===== src/rtl/mem_write_monitor_pkg.sv =====
// Shared types for the data-memory write monitor: FSM state and failure codes.
// The optional logging in the top module is controlled by MEM_WRITE_MONITOR_LOG_EN.
package mem_write_monitor_pkg;

    typedef enum logic [1:0] {
        IDLE = 2'd0,
        RUN  = 2'd1,
        PASS = 2'd2,
        FAIL = 2'd3
    } mwm_state_t;

    typedef enum logic [1:0] {
        NONE       = 2'b00,
        WRONG_DATA = 2'b01,
        TIMEOUT    = 2'b10
    } mwm_fail_t;

    // An index needs at least one bit, even for a single-entry table.
    function automatic int idx_w(input int depth);
        return (depth > 1) ? $clog2(depth) : 1;
    endfunction

endpackage


===== src/rtl/mwm_table.sv =====
// Expected-store register file with one write port and per-entry compares
// against the monitored store address/data.
module mwm_table
    import mem_write_monitor_pkg::*;
#(
    parameter  int N     = 32,
    parameter  int A     = 32,
    parameter  int DEPTH = 4,
    localparam int IW    = idx_w(DEPTH)
) (
    input  logic             clk,
    input  logic             reset,
    input  logic             we,
    input  logic [IW-1:0]    idx,
    input  logic [A-1:0]     addr,
    input  logic [N-1:0]     data,
    input  logic             valid_in,
    input  logic [A-1:0]     mon_addr,
    input  logic [N-1:0]     mon_data,
    output logic [DEPTH-1:0] valid,
    output logic [DEPTH-1:0] addr_match,
    output logic [DEPTH-1:0] data_match
);

    logic [A-1:0] addr_q [DEPTH];
    logic [N-1:0] data_q [DEPTH];

    always_ff @(posedge clk or negedge reset) begin
        if (!reset) begin
            valid <= '0;
        end else if (we && (int'(idx) < DEPTH)) begin
            valid[idx] <= valid_in;
        end
    end

    // NOTE: the address/data storage is deliberately not reset; the valid bits alone decide whether an entry is used.
    always_ff @(posedge clk) begin
        if (we && (int'(idx) < DEPTH)) begin
            addr_q[idx] <= addr;
            data_q[idx] <= data;
        end
    end

    // Address match is qualified by valid so callers never see stale entries.
    always_comb begin
        for (int i = 0; i < DEPTH; i++) begin
            addr_match[i] = valid[i] && (addr_q[i] == mon_addr);
            data_match[i] = (data_q[i] == mon_data);
        end
    end

endmodule


===== src/rtl/mem_write_monitor.sv =====
// Self-check engine for the data-memory write port: ordered/unordered matching, pass/fail/timeout.
// Define MEM_WRITE_MONITOR_LOG_EN to get simulation-only $display logging of hits and results.
module mem_write_monitor
    import mem_write_monitor_pkg::*;
#(
    parameter  int N     = 32,
    parameter  int A     = 32,
    parameter  int DEPTH = 4,
    parameter  int TW    = 16,
    localparam int IW    = idx_w(DEPTH)
) (
    input  logic             clk,
    input  logic             reset,
    input  logic             cfg_we,
    input  logic [IW-1:0]    cfg_idx,
    input  logic [A-1:0]     cfg_addr,
    input  logic [N-1:0]     cfg_data,
    input  logic             cfg_valid,
    input  logic             ordered,
    input  logic [TW-1:0]    timeout_limit,
    input  logic             start,
    input  logic             memwrite,
    input  logic [A-1:0]     dataadr,
    input  logic [N-1:0]     writedata,
    output logic             busy,
    output logic             pass,
    output logic             fail,
    output logic [1:0]       fail_code,
    output logic [DEPTH-1:0] hit_mask,
    output logic [IW-1:0]    fail_idx
);

    mwm_state_t       state;
    logic             ordered_q;
    logic [TW-1:0]    limit_q;
    logic [TW-1:0]    count;
    logic [TW-1:0]    count_next;
    logic [IW:0]      ptr;
    logic [IW:0]      ptr_next;
    logic [DEPTH-1:0] valid;
    logic [DEPTH-1:0] addr_match;
    logic [DEPTH-1:0] data_match;
    logic [DEPTH-1:0] hit_next;
    logic [IW-1:0]    cur_idx;
    logic             cur_found;
    logic             store;
    logic             wrong;
    logic             covered;
    logic             timed_out;

    mwm_table #(.N(N), .A(A), .DEPTH(DEPTH)) u_table (
        .clk        (clk),
        .reset      (reset),
        .we         (cfg_we && (state == IDLE)),
        .idx        (cfg_idx),
        .addr       (cfg_addr),
        .data       (cfg_data),
        .valid_in   (cfg_valid),
        .mon_addr   (dataadr),
        .mon_data   (writedata),
        .valid      (valid),
        .addr_match (addr_match),
        .data_match (data_match)
    );

    // First valid entry at or beyond the order pointer.
    always_comb begin
        cur_found = 1'b0;
        cur_idx   = '0;
        for (int i = DEPTH - 1; i >= 0; i--) begin
            if (valid[i] && (i >= int'(ptr))) begin
                cur_found = 1'b1;
                cur_idx   = IW'(i);
            end
        end
    end

    // NOTE: every output of this block gets a default first, so no path can infer a latch.
    always_comb begin
        store    = (state == RUN) && memwrite;
        hit_next = hit_mask;
        ptr_next = ptr;
        wrong    = 1'b0;
        if (store) begin
            if (ordered_q) begin
                if (cur_found && addr_match[cur_idx]) begin
                    if (data_match[cur_idx]) begin
                        hit_next[cur_idx] = 1'b1;
                        ptr_next          = {1'b0, cur_idx} + 1'b1;
                    end else begin
                        wrong = 1'b1;
                    end
                end
            end else begin
                for (int i = 0; i < DEPTH; i++) begin
                    if (addr_match[i]) hit_next[i] = data_match[i];
                end
            end
        end
        covered    = ((hit_next & valid) == valid);
        count_next = (count == '1) ? count : count + 1'b1;
        timed_out  = (limit_q != '0) && (count_next == limit_q);
    end

    // NOTE: all state here uses non-blocking assignment so every branch sees pre-edge values.
    always_ff @(posedge clk or negedge reset) begin
        if (!reset) begin
            state     <= IDLE;
            ordered_q <= 1'b0;
            limit_q   <= '0;
            count     <= '0;
            ptr       <= '0;
            hit_mask  <= '0;
            busy      <= 1'b0;
            pass      <= 1'b0;
            fail      <= 1'b0;
            fail_code <= NONE;
            fail_idx  <= '0;
        end else begin
            case (state)
                IDLE, PASS, FAIL: begin
                    if (start) begin
                        state     <= RUN;
                        ordered_q <= ordered;
                        limit_q   <= timeout_limit;
                        count     <= '0;
                        ptr       <= '0;
                        hit_mask  <= '0;
                        busy      <= 1'b1;
                        pass      <= 1'b0;
                        fail      <= 1'b0;
                        fail_code <= NONE;
                        fail_idx  <= '0;
                    end
                end
                RUN: begin
                    count    <= count_next;
                    ptr      <= ptr_next;
                    hit_mask <= hit_next;
                    if (covered) begin
                        state <= PASS;
                        busy  <= 1'b0;
                        pass  <= 1'b1;
                    end else if (wrong) begin
                        state     <= FAIL;
                        busy      <= 1'b0;
                        fail      <= 1'b1;
                        fail_code <= WRONG_DATA;
                        fail_idx  <= cur_idx;
                    end else if (timed_out) begin
                        state     <= FAIL;
                        busy      <= 1'b0;
                        fail      <= 1'b1;
                        fail_code <= TIMEOUT;
                    end
                end
                default: state <= IDLE;
            endcase
        end
    end

`ifdef MEM_WRITE_MONITOR_LOG_EN
    always @(posedge clk) begin
        if (reset && (state == RUN)) begin
            for (int i = 0; i < DEPTH; i++) begin
                if (hit_next[i] && !hit_mask[i])
                    $display("%0t mwm: hit idx=%0d addr=%h data=%h", $time, i, dataadr, writedata);
            end
            if (covered)
                $display("%0t mwm: pass", $time);
            else if (wrong)
                $display("%0t mwm: fail code=01 idx=%0d addr=%h data=%h", $time, cur_idx, dataadr, writedata);
            else if (timed_out)
                $display("%0t mwm: fail code=10 idx=%0d addr=%h data=%h", $time, cur_idx, dataadr, writedata);
        end
    end
`endif

endmodule


===== config.mk =====
export PLATFORM = sky130hd
export DESIGN_NAME = mem_write_monitor
export DESIGN_NICKNAME = d
export VERILOG_FILES = /design/src/rtl/mem_write_monitor_pkg.sv /design/src/rtl/mwm_table.sv /design/src/rtl/mem_write_monitor.sv
export SDC_FILE = /design/constraint.sdc
export NUM_CORES = 1
export LEC_CHECK = 0
export CAP_MARGIN = 20
export CORE_UTILIZATION = 60
export CTS_CLUSTER_DIAMETER = 100
export DETAILED_ROUTE_END_ITERATION = 8
export PLACE_DENSITY = 0.95
export SYNTH_ARGS = -nofsm -noshare
export SYNTH_HDL_FRONTEND = slang
export SYNTH_HIERARCHICAL = 1
export SYNTH_SLANG_ARGS = --single-unit

===== constraint.sdc =====
create_clock -name clk -period 17.6 [get_ports clk]
set_input_delay 3.52 -clock clk [delete_from_list [all_inputs] [get_ports clk]]
set_output_delay 3.52 -clock clk [all_outputs]
set_load 0.01 [all_outputs]

==> impl_summary.txt, run 1 <==
----------------------------------------------------
[Floorplan]
  Horizontal die dimension ... 156 µm
  Vertical die dimension ... 156 µm
  CORE AREA ... 0.0234 mm²
  Die Area ... 0.0244 mm²
  Io pins ... 164
  Number of rows in the core area ... 56
  Starting density of the core ... 60.9%

[Timing]
  Shortest period the worst path allows ... 7.12 ns
  Slew Viols, Final ... 0
  Worst clock skew on the final layout ... 0.0291 ns
  Final Cycle Share ... 40.4%
  Worst setup slack after layout ... 10.48 ns
  Highest Clock Rate ... 141 MHz
  Worst relative slew slack ... 42.3%
  Final hold violations ... 0
  Setup violators final ... 0
  Slew @ Worst Pin ... roughly 0.86 ns
  Final total negative setup slack ... 0 ns
  Unrepaired setup endpoints after global routing ... false

[Routing]
  Number of nets still failing antenna checks after routing ... 0
  Detailed-route wire length ... 39400 µm
  Via total after detailed routing ... 9902
  Vias per inst ... approximately 6.2
  Pre-Repair DR Iteration Count ... 5
  Residual DRC ... 0
  Detailed Route Iter0 Violations ... 1161
  Routed wirelength normalized by instance count ... 24.8 µm

[GRT]
  Via count of the first global-routing pass ... between 9000 and 10000
  First-pass GRT wire length ... 59300 µm
  Antenna violations before repair ... 1
  Total Routing Usage GR ... 32.9%
  Largest net degree at the start of global routing ... 54
  Total grt overflow ... 0

[Clock tree]
  Clock slew at the register clock pins of the worst setup and hold paths ... 0.06 ns
  Number of buffers inserted to repair setup after CTS ... 0
  Number of levels the H-tree was split into ... 1
  Worst-Skew Late Latency ... 0.58 ns
  Hold-fix buffers, CTS ... 0
  Max Buffers Root-to-Sink ... 3
  Post-CTS sizing ... 0
  Clock tree from TritonCTS ... done
  Clock Sinks ... 309
  Number of buffers added by the clock tree synthesis step ... 31
  Buffer cell driving the clock tree root ... sky130_fd_sc_hd__clkbuf_16

[Power]
  Total power density per cell area ... 112 mW/mm²
  Leakage dissipation ... around 0.006 µW
  Overall power ... 1930 µW
  VDD IR max ... 0.000113 V

[Yosys]
  Async set or reset register ratio after synthesis ... 17.2%
  Post-synth EDFFs ... 256
  Mean area per synthesized cell ... 13.4 µm²
  Most used DFF post-synth ... sky130_fd_sc_hd__edfxtp_1
  Synthesized netlist net count ... 1222
  Unique masters post-synth ... 65
  Synth Warn # ... 6
  Part of the Yosys area used for sequential elements ... between 60 and 70%
  Synthesized area ... 0.0143 mm²
  Synth Instances ... approximately 1100
  Number of register bits inferred by synthesis ... 309

[Run]
  Max-capacitance violation count ... 0

[Setup path]
  Max Fanout on Critical Path ... 8
  Data required time of the critical path ... 18.05 ns
  Startpoint type of the worst setup path ... input pin
  Worst reg-to-reg path cell count ... 11
  Capturing element type of the critical path ... flop
  Arrival time of the worst setup path ... 7.57 ns
  CP Class ... input pin to flop

[Cells and area]
  Layout Area Growth over Synthesis ... 21.1%
  Share of cells above drive strength 1 ... about 6.3%
  Fin nets ... 1403
  Combined flip-flop and latch cell area ... 0.00901 mm²
  Most common cell after layout, fill and taps aside ... sky130_fd_sc_hd__edfxtp_1
  Layout filler cell count ... 1397
  Fin area ... 0.0173 mm²
  Area taken by multi-input logic gates ... 0.00507 mm²
  Share of the core filled with cells ... approximately three quarters
  Commonest non-fill, non-tap cells in the layout ... 256 x sky130_fd_sc_hd__edfxtp_1, 254 x sky130_fd_sc_hd__xor2_1, 162 x sky130_fd_sc_hd__clkdlybuf4s50_1

[Placed design]
  Total of buffers placed on input and output ports ... 163
  Detailed placer's ending HPWL ... 27100 µm
  Final weighted congestion of routability-driven global placement ... roughly 1
  Dpl cell area ... around 0.016 mm²
  Setup WS pre-CTS ... 9.94 ns

[Worst hold path]
  Tightest Hold Check Type ... flop to flop
  Number of stages on the worst hold path ... 2

[Status]
  Run status ... complete, no violations

----------------------------------------------------
-- registers in the layout, indices dropped and copies added, names as in the netlist, 3 cells and up --
name            cells
hit_mask            4
limit_q            16
count              16
u_table/data_q    128
u_table/valid       4
ptr                 3
u_table/addr_q    128
-- logic make-up (layout without fill, tap and decap cells) --
kind of cell / after synthesis / in the layout / synth area share, %
mux: 19 / 19 / 1.40
fa+ha+maj: 5 / 5 / 0.439
buf+inv: 48 / 253 / 1.38
other cells: 0 / 1 / 0
compound gates: 120 / 120 / 6.17
simple gates: 295 / 295 / 10.9
flops: 309 / 309 / 63.2
xor+xnor: 268 / 268 / 16.5
-- metal layers --
layer	global-route usage, %	vias to the layer above	routed length, µm	share of wire (%)
met5	0	-	0	0
met4	10.8	0	1320	3.4
met3	5.03	90	3200	8.1
met2	56.5	561	19800	50
met1	43.0	4946	15100	38
li1	-	4305	-	-
-- final cells by class --
type                            count  area share, %
Clock inverter                     18           1.03
Tap cell                          319           2.31
Antenna cell                        1         0.0145
Clock buffer                       39           4.78
Timing Repair Buffer              172           9.81
Inverter                           24          0.522
Multi-Input combinational cell    707           29.3
Sequential cell                   309           52.2
-- per-stage QoR --
stage | hold WS [ns] | std cells
after floorplan | 0.488 | 1064
after global placement | 0.513 | 1531
after detailed placement | 0.525 | 1531
after CTS | 0.544 | 1588
after global routing | 0.598 | 1589
final | 0.544 | 1589
-- cell usage after synthesis (all sizes together), types with 6 or more instances --
library cell	n	area (µm²)
nand3	25	130
nor2b	6	37.5
buf	9	50.0
xnor2	14	123
edfxtp	256	7690
mux2i	11	110
nor2	34	128
nor3	13	65.1
dfrtp	53	1330
o21ai	33	176
nand2	83	312
nand2b	8	50.1
nand4	26	184
and3	6	37.5
clkbuf	15	56.3
inv	24	90.1
xor2	254	2220
nor4	73	463
a31oi	10	62.6
a21oi	19	95.1
mux2	8	90.1
-- power by group --
part	internal [µW]	switching [µW]
Sequential	846	71.5
Clock	376	278
Combinational	151	209
Total	1370	558
-- worst max-delay path, stage by stage --
cell and delay, ns:
sky130_fd_sc_hd__clkdlybuf4s50_1 0.53, sky130_fd_sc_hd__xor2_1 0.23, sky130_fd_sc_hd__nor4_1 0.46, sky130_fd_sc_hd__nand4_1 0.22, sky130_fd_sc_hd__nor3_1 0.62, sky130_fd_sc_hd__nand2_1 0.11
sky130_fd_sc_hd__mux2_2 0.30, sky130_fd_sc_hd__o22ai_2 0.32, sky130_fd_sc_hd__o21ai_0 0.22, sky130_fd_sc_hd__nor4_1 0.73, sky130_fd_sc_hd__nor2_1 0.08, sky130_fd_sc_hd__a22o_1 0.22
-- final timing paths --
check	start	endpoint	slack, ns
min	limit_q[11]$_DFFE_PN0P_	limit_q[11]$_DFFE_PN0P_	0.54
max in group asynchronous	reset	count[7]$_DFFE_PN0N_	14.04
min in group asynchronous	reset	count[2]$_DFFE_PN0N_	3.08
max	dataadr[24]	fail$_DFFE_PN0P_	10.48
min reg2reg	limit_q[11]$_DFFE_PN0P_	limit_q[11]$_DFFE_PN0P_	0.54
max reg2reg	u_table/addr_q[1][4]$_DFFE_PP_	fail$_DFFE_PN0P_	13.65
Power figures use the tool's default switching activity.
==> run 2, diff against run 1 <==
--- a/config.mk
+++ b/config.mk
@@ -6,10 +6,10 @@
 export NUM_CORES = 1
 export LEC_CHECK = 0
 export CAP_MARGIN = 20
-export CORE_UTILIZATION = 60
+export CORE_UTILIZATION = 51
 export CTS_CLUSTER_DIAMETER = 100
 export DETAILED_ROUTE_END_ITERATION = 8
-export PLACE_DENSITY = 0.95
+export PLACE_DENSITY = 0.88
 export SYNTH_ARGS = -nofsm -noshare
 export SYNTH_HDL_FRONTEND = slang
 export SYNTH_HIERARCHICAL = 1
==> constraint.sdc (replaced) <==
create_clock -name clk -period 6 [get_ports clk]
set_input_delay 1.2 -clock clk [delete_from_list [all_inputs] [get_ports clk]]
set_output_delay 1.2 -clock clk [all_outputs]
set_load 0.01 [all_outputs]
==> run 2 against run 1 <==
Design area rose by 1.2%. First-iteration DRC count fell by 20%. Critical path depth did not move. Worst setup slack got worse by 9.1 ns. Register-to-register slack got worse by 11 ns. Global-route usage fell by 6.8 points. Sequential cell count did not move. Final cell count rose by 3.7%. Clock power rose to 3.2 times the previous value. Via count fell by 3.8%. Core utilization fell by 9.5 points. Sequential share of layout area fell by 0.63 points. Critical path type unchanged. Largest cell class unchanged. Largest power group unchanged. Highest routed layer unchanged.
==> impl_summary.txt, run 2 (synthesis gave the netlist of run 1 again) <==
----------------------------------------------------
[Routing]
  Number of nets still failing antenna checks after routing ... 0
  Detailed Route Iter0 Violations ... ~900
  Residual DRC ... 0
  Detailed-route wire length ... approximately 38000 µm
  Vias per inst ... 5.78
  Pre-Repair DR Iteration Count ... 7
  Via total after detailed routing ... 9524
  Routed wirelength normalized by instance count ... 22.8 µm

[Timing]
  Slew @ Worst Pin ... 1.06 ns
  Unrepaired setup endpoints after global routing ... false
  Slew Viols, Final ... 0
  Final hold violations ... 0
  Final total negative setup slack ... 0 ns
  Highest Clock Rate ... 217 MHz
  Worst relative slew slack ... between 20 and 30%
  Final Cycle Share ... 76.6%
  Setup violators final ... 0
  Shortest period the worst path allows ... 4.60 ns
  Worst clock skew on the final layout ... 0.00692 ns

[Floorplan]
  Starting density of the core ... 52.5%
  CORE AREA ... 0.0272 mm²
  Io pins ... 164
  Horizontal die dimension ... around 170 µm
  Number of rows in the core area ... 60
  Vertical die dimension ... 169 µm
  Die Area ... 0.0286 mm²

[Clock tree]
  Worst-Skew Late Latency ... 0.58 ns
  Number of levels the H-tree was split into ... 1
  Buffer cell driving the clock tree root ... sky130_fd_sc_hd__clkbuf_16
  Clock slew at the register clock pins of the worst setup and hold paths ... 0.06 ns
  Max Buffers Root-to-Sink ... 3
  Post-CTS sizing ... 0
  Number of buffers added by the clock tree synthesis step ... 31
  Clock tree from TritonCTS ... done
  Number of buffers inserted to repair setup after CTS ... 0
  Hold-fix buffers, CTS ... 0
  Clock Sinks ... 309

[GRT]
  Total Routing Usage GR ... a little over a quarter
  First-pass GRT wire length ... about 56000 µm
  Via count of the first global-routing pass ... 9676
  Total grt overflow ... 0
  Antenna violations before repair ... 2
  Largest net degree at the start of global routing ... 54

[Power]
  Comb power frac ... 18.0%
  Overall power ... 5820 µW
  Total power density per cell area ... 333 mW/mm²
  Clk pwr share ... 36.0%
  Internal power summed over all cells ... around 4200 µW
  VDD IR max ... 0.000256 V
  Flop pwr share ... 46.1%
  Net switching fraction of the power ... 28.2%
  Switching component of the power ... 1640 µW
  Leakage dissipation ... 0.00614 µW

[Cells and area]
  Layout filler cell count ... 1995
  Share of the core filled with cells ... 64.3%
  Fin nets ... 1406
  Area taken by multi-input logic gates ... between 0.005 and 0.006 mm²
  Commonest non-fill, non-tap cells in the layout ... 256 x sky130_fd_sc_hd__edfxtp_1, 254 x sky130_fd_sc_hd__xor2_1, 162 x sky130_fd_sc_hd__clkdlybuf4s50_1
  Most common cell after layout, fill and taps aside ... sky130_fd_sc_hd__edfxtp_1
  Layout Area Growth over Synthesis ... 22.6%
  Biggest registers after layout ... u_table/addr_q: 128 flops, u_table/data_q: 128 flops
  Combined flip-flop and latch cell area ... 0.00901 mm²
  Number of non-filler instances in the completed layout ... approximately 1600
  Share of cells above drive strength 1 ... under 10%

[Setup path]
  CP Class ... input pin to flop
  Startpoint type of the worst setup path ... input pin
  Worst reg-to-reg path cell count ... 11
  Reg-to-reg setup timing slack ... 2.25 ns
  Startpoint of the worst-slack reg-to-reg timing path ... u_table/addr_q[3][27]$_DFFE_PP_
  Arrival time of the worst setup path ... 5.09 ns
  Max Fanout on Critical Path ... 8
  Data required time of the critical path ... 6.49 ns
  Reg2Reg Capture Point ... fail_idx[1]$_DFFE_PN0P_
  Capturing element type of the critical path ... flop

[Placed design]
  Detailed placer's ending HPWL ... 26600 µm
  Number of placed instances with taps included ... 1587
  Total of buffers placed on input and output ports ... 163
  Final weighted congestion of routability-driven global placement ... 0.965

[Run]
  Max-capacitance violation count ... 0

[Worst hold path]
  Sink of the worst hold path ... pass$_DFFE_PN0P_
  Start point of the worst hold path ... pass$_DFFE_PN0P_
  Tightest Hold Check Type ... flop to flop
  Number of stages on the worst hold path ... 2

[Status]
  Run status ... complete, no violations

----------------------------------------------------
## run 2: cell types whose count changed in the layout (fill, tap and decap cells not counted), sizes merged
cell	delta
clkbuf	-6
bufinv	+4
buf	+3
clkinvlp	+2
clkinv	+1
diode	+1
## run 2: worst max-delay path by stage
stage,to,startpoint,cells past startpoint,slack [ns]
4_1_cts,fail_idx[1]$_DFFE_PN0P_,dataadr[27],12,1.53
5_1_grt,fail_idx[0]$_DFFE_PN0P_,dataadr[13],12,1.10
3_3_place_gp,fail_idx[1]$_DFFE_PN0P_,dataadr[10],12,1.0
2_1_floorplan,u_table/valid[2]$_DFFE_PN0P_,cfg_we,4,1.11
6_report,fail_idx[1]$_DFFE_PN0P_,dataadr[27],12,1.40
3_5_place_dp,fail_idx[1]$_DFFE_PN0P_,dataadr[27],12,0.94
## run 2: per-layer routing
metal,global-route usage [%],share of wire (%),vias to the layer above,wire length (µm)
met5,0,0,-,0
met2,43.5,49,478,18200
met3,5.50,8.9,93,3340
li1,-,-,4311,-
met1,33.6,39,4642,14600
met4,9.99,3.4,0,1290
## run 2: worst max-delay path: stages
cell and delay (ns):
sky130_fd_sc_hd__clkdlybuf4s50_1 0.57, sky130_fd_sc_hd__xor2_1 0.27, sky130_fd_sc_hd__nor4_1 0.46, sky130_fd_sc_hd__nand4_1 0.24, sky130_fd_sc_hd__nor4_2 0.55, sky130_fd_sc_hd__nand2_1 0.10, sky130_fd_sc_hd__mux2_2 0.29, sky130_fd_sc_hd__o22ai_2 0.30
sky130_fd_sc_hd__o21ai_0 0.23, sky130_fd_sc_hd__o31ai_1 0.61, sky130_fd_sc_hd__nand3_1 0.14, sky130_fd_sc_hd__o211ai_1 0.12
## run 2: final cells by class
cell class / instances / share of cell area [%]
Sequential cell: 309 / 51.6
Multi-Input combinational cell: 707 / 29.0
Timing Repair Buffer: 175 / 9.89
Clock buffer: 33 / 4.48
Tap cell: 372 / 2.66
Clock inverter: 25 / 1.85
Inverter: 24 / 0.515
Antenna cell: 2 / 0.0286
## run 2: power groups by stage
stage | logic [µW] | registers (µW) | clock network [µW]
2_1_floorplan | 655 | 2640 | 0
3_3_place_gp | 1010 | 2710 | 0
3_5_place_dp | 1030 | 2720 | 0
4_1_cts | 1040 | 2680 | 2120
5_1_grt | 1140 | 2700 | 2190
6_report | 1050 | 2680 | 2090
## run 2: stage by stage
step                hold WS [ns]  worst slack (ns)  cell area, µm²
global route               0.577              1.10           17500
floorplan                  0.488              1.11           14300
global placement           0.511             0.998           16400
detailed placement         0.513             0.937           16400
finish                     0.519              1.40           17500
CTS                        0.526              1.53           17500
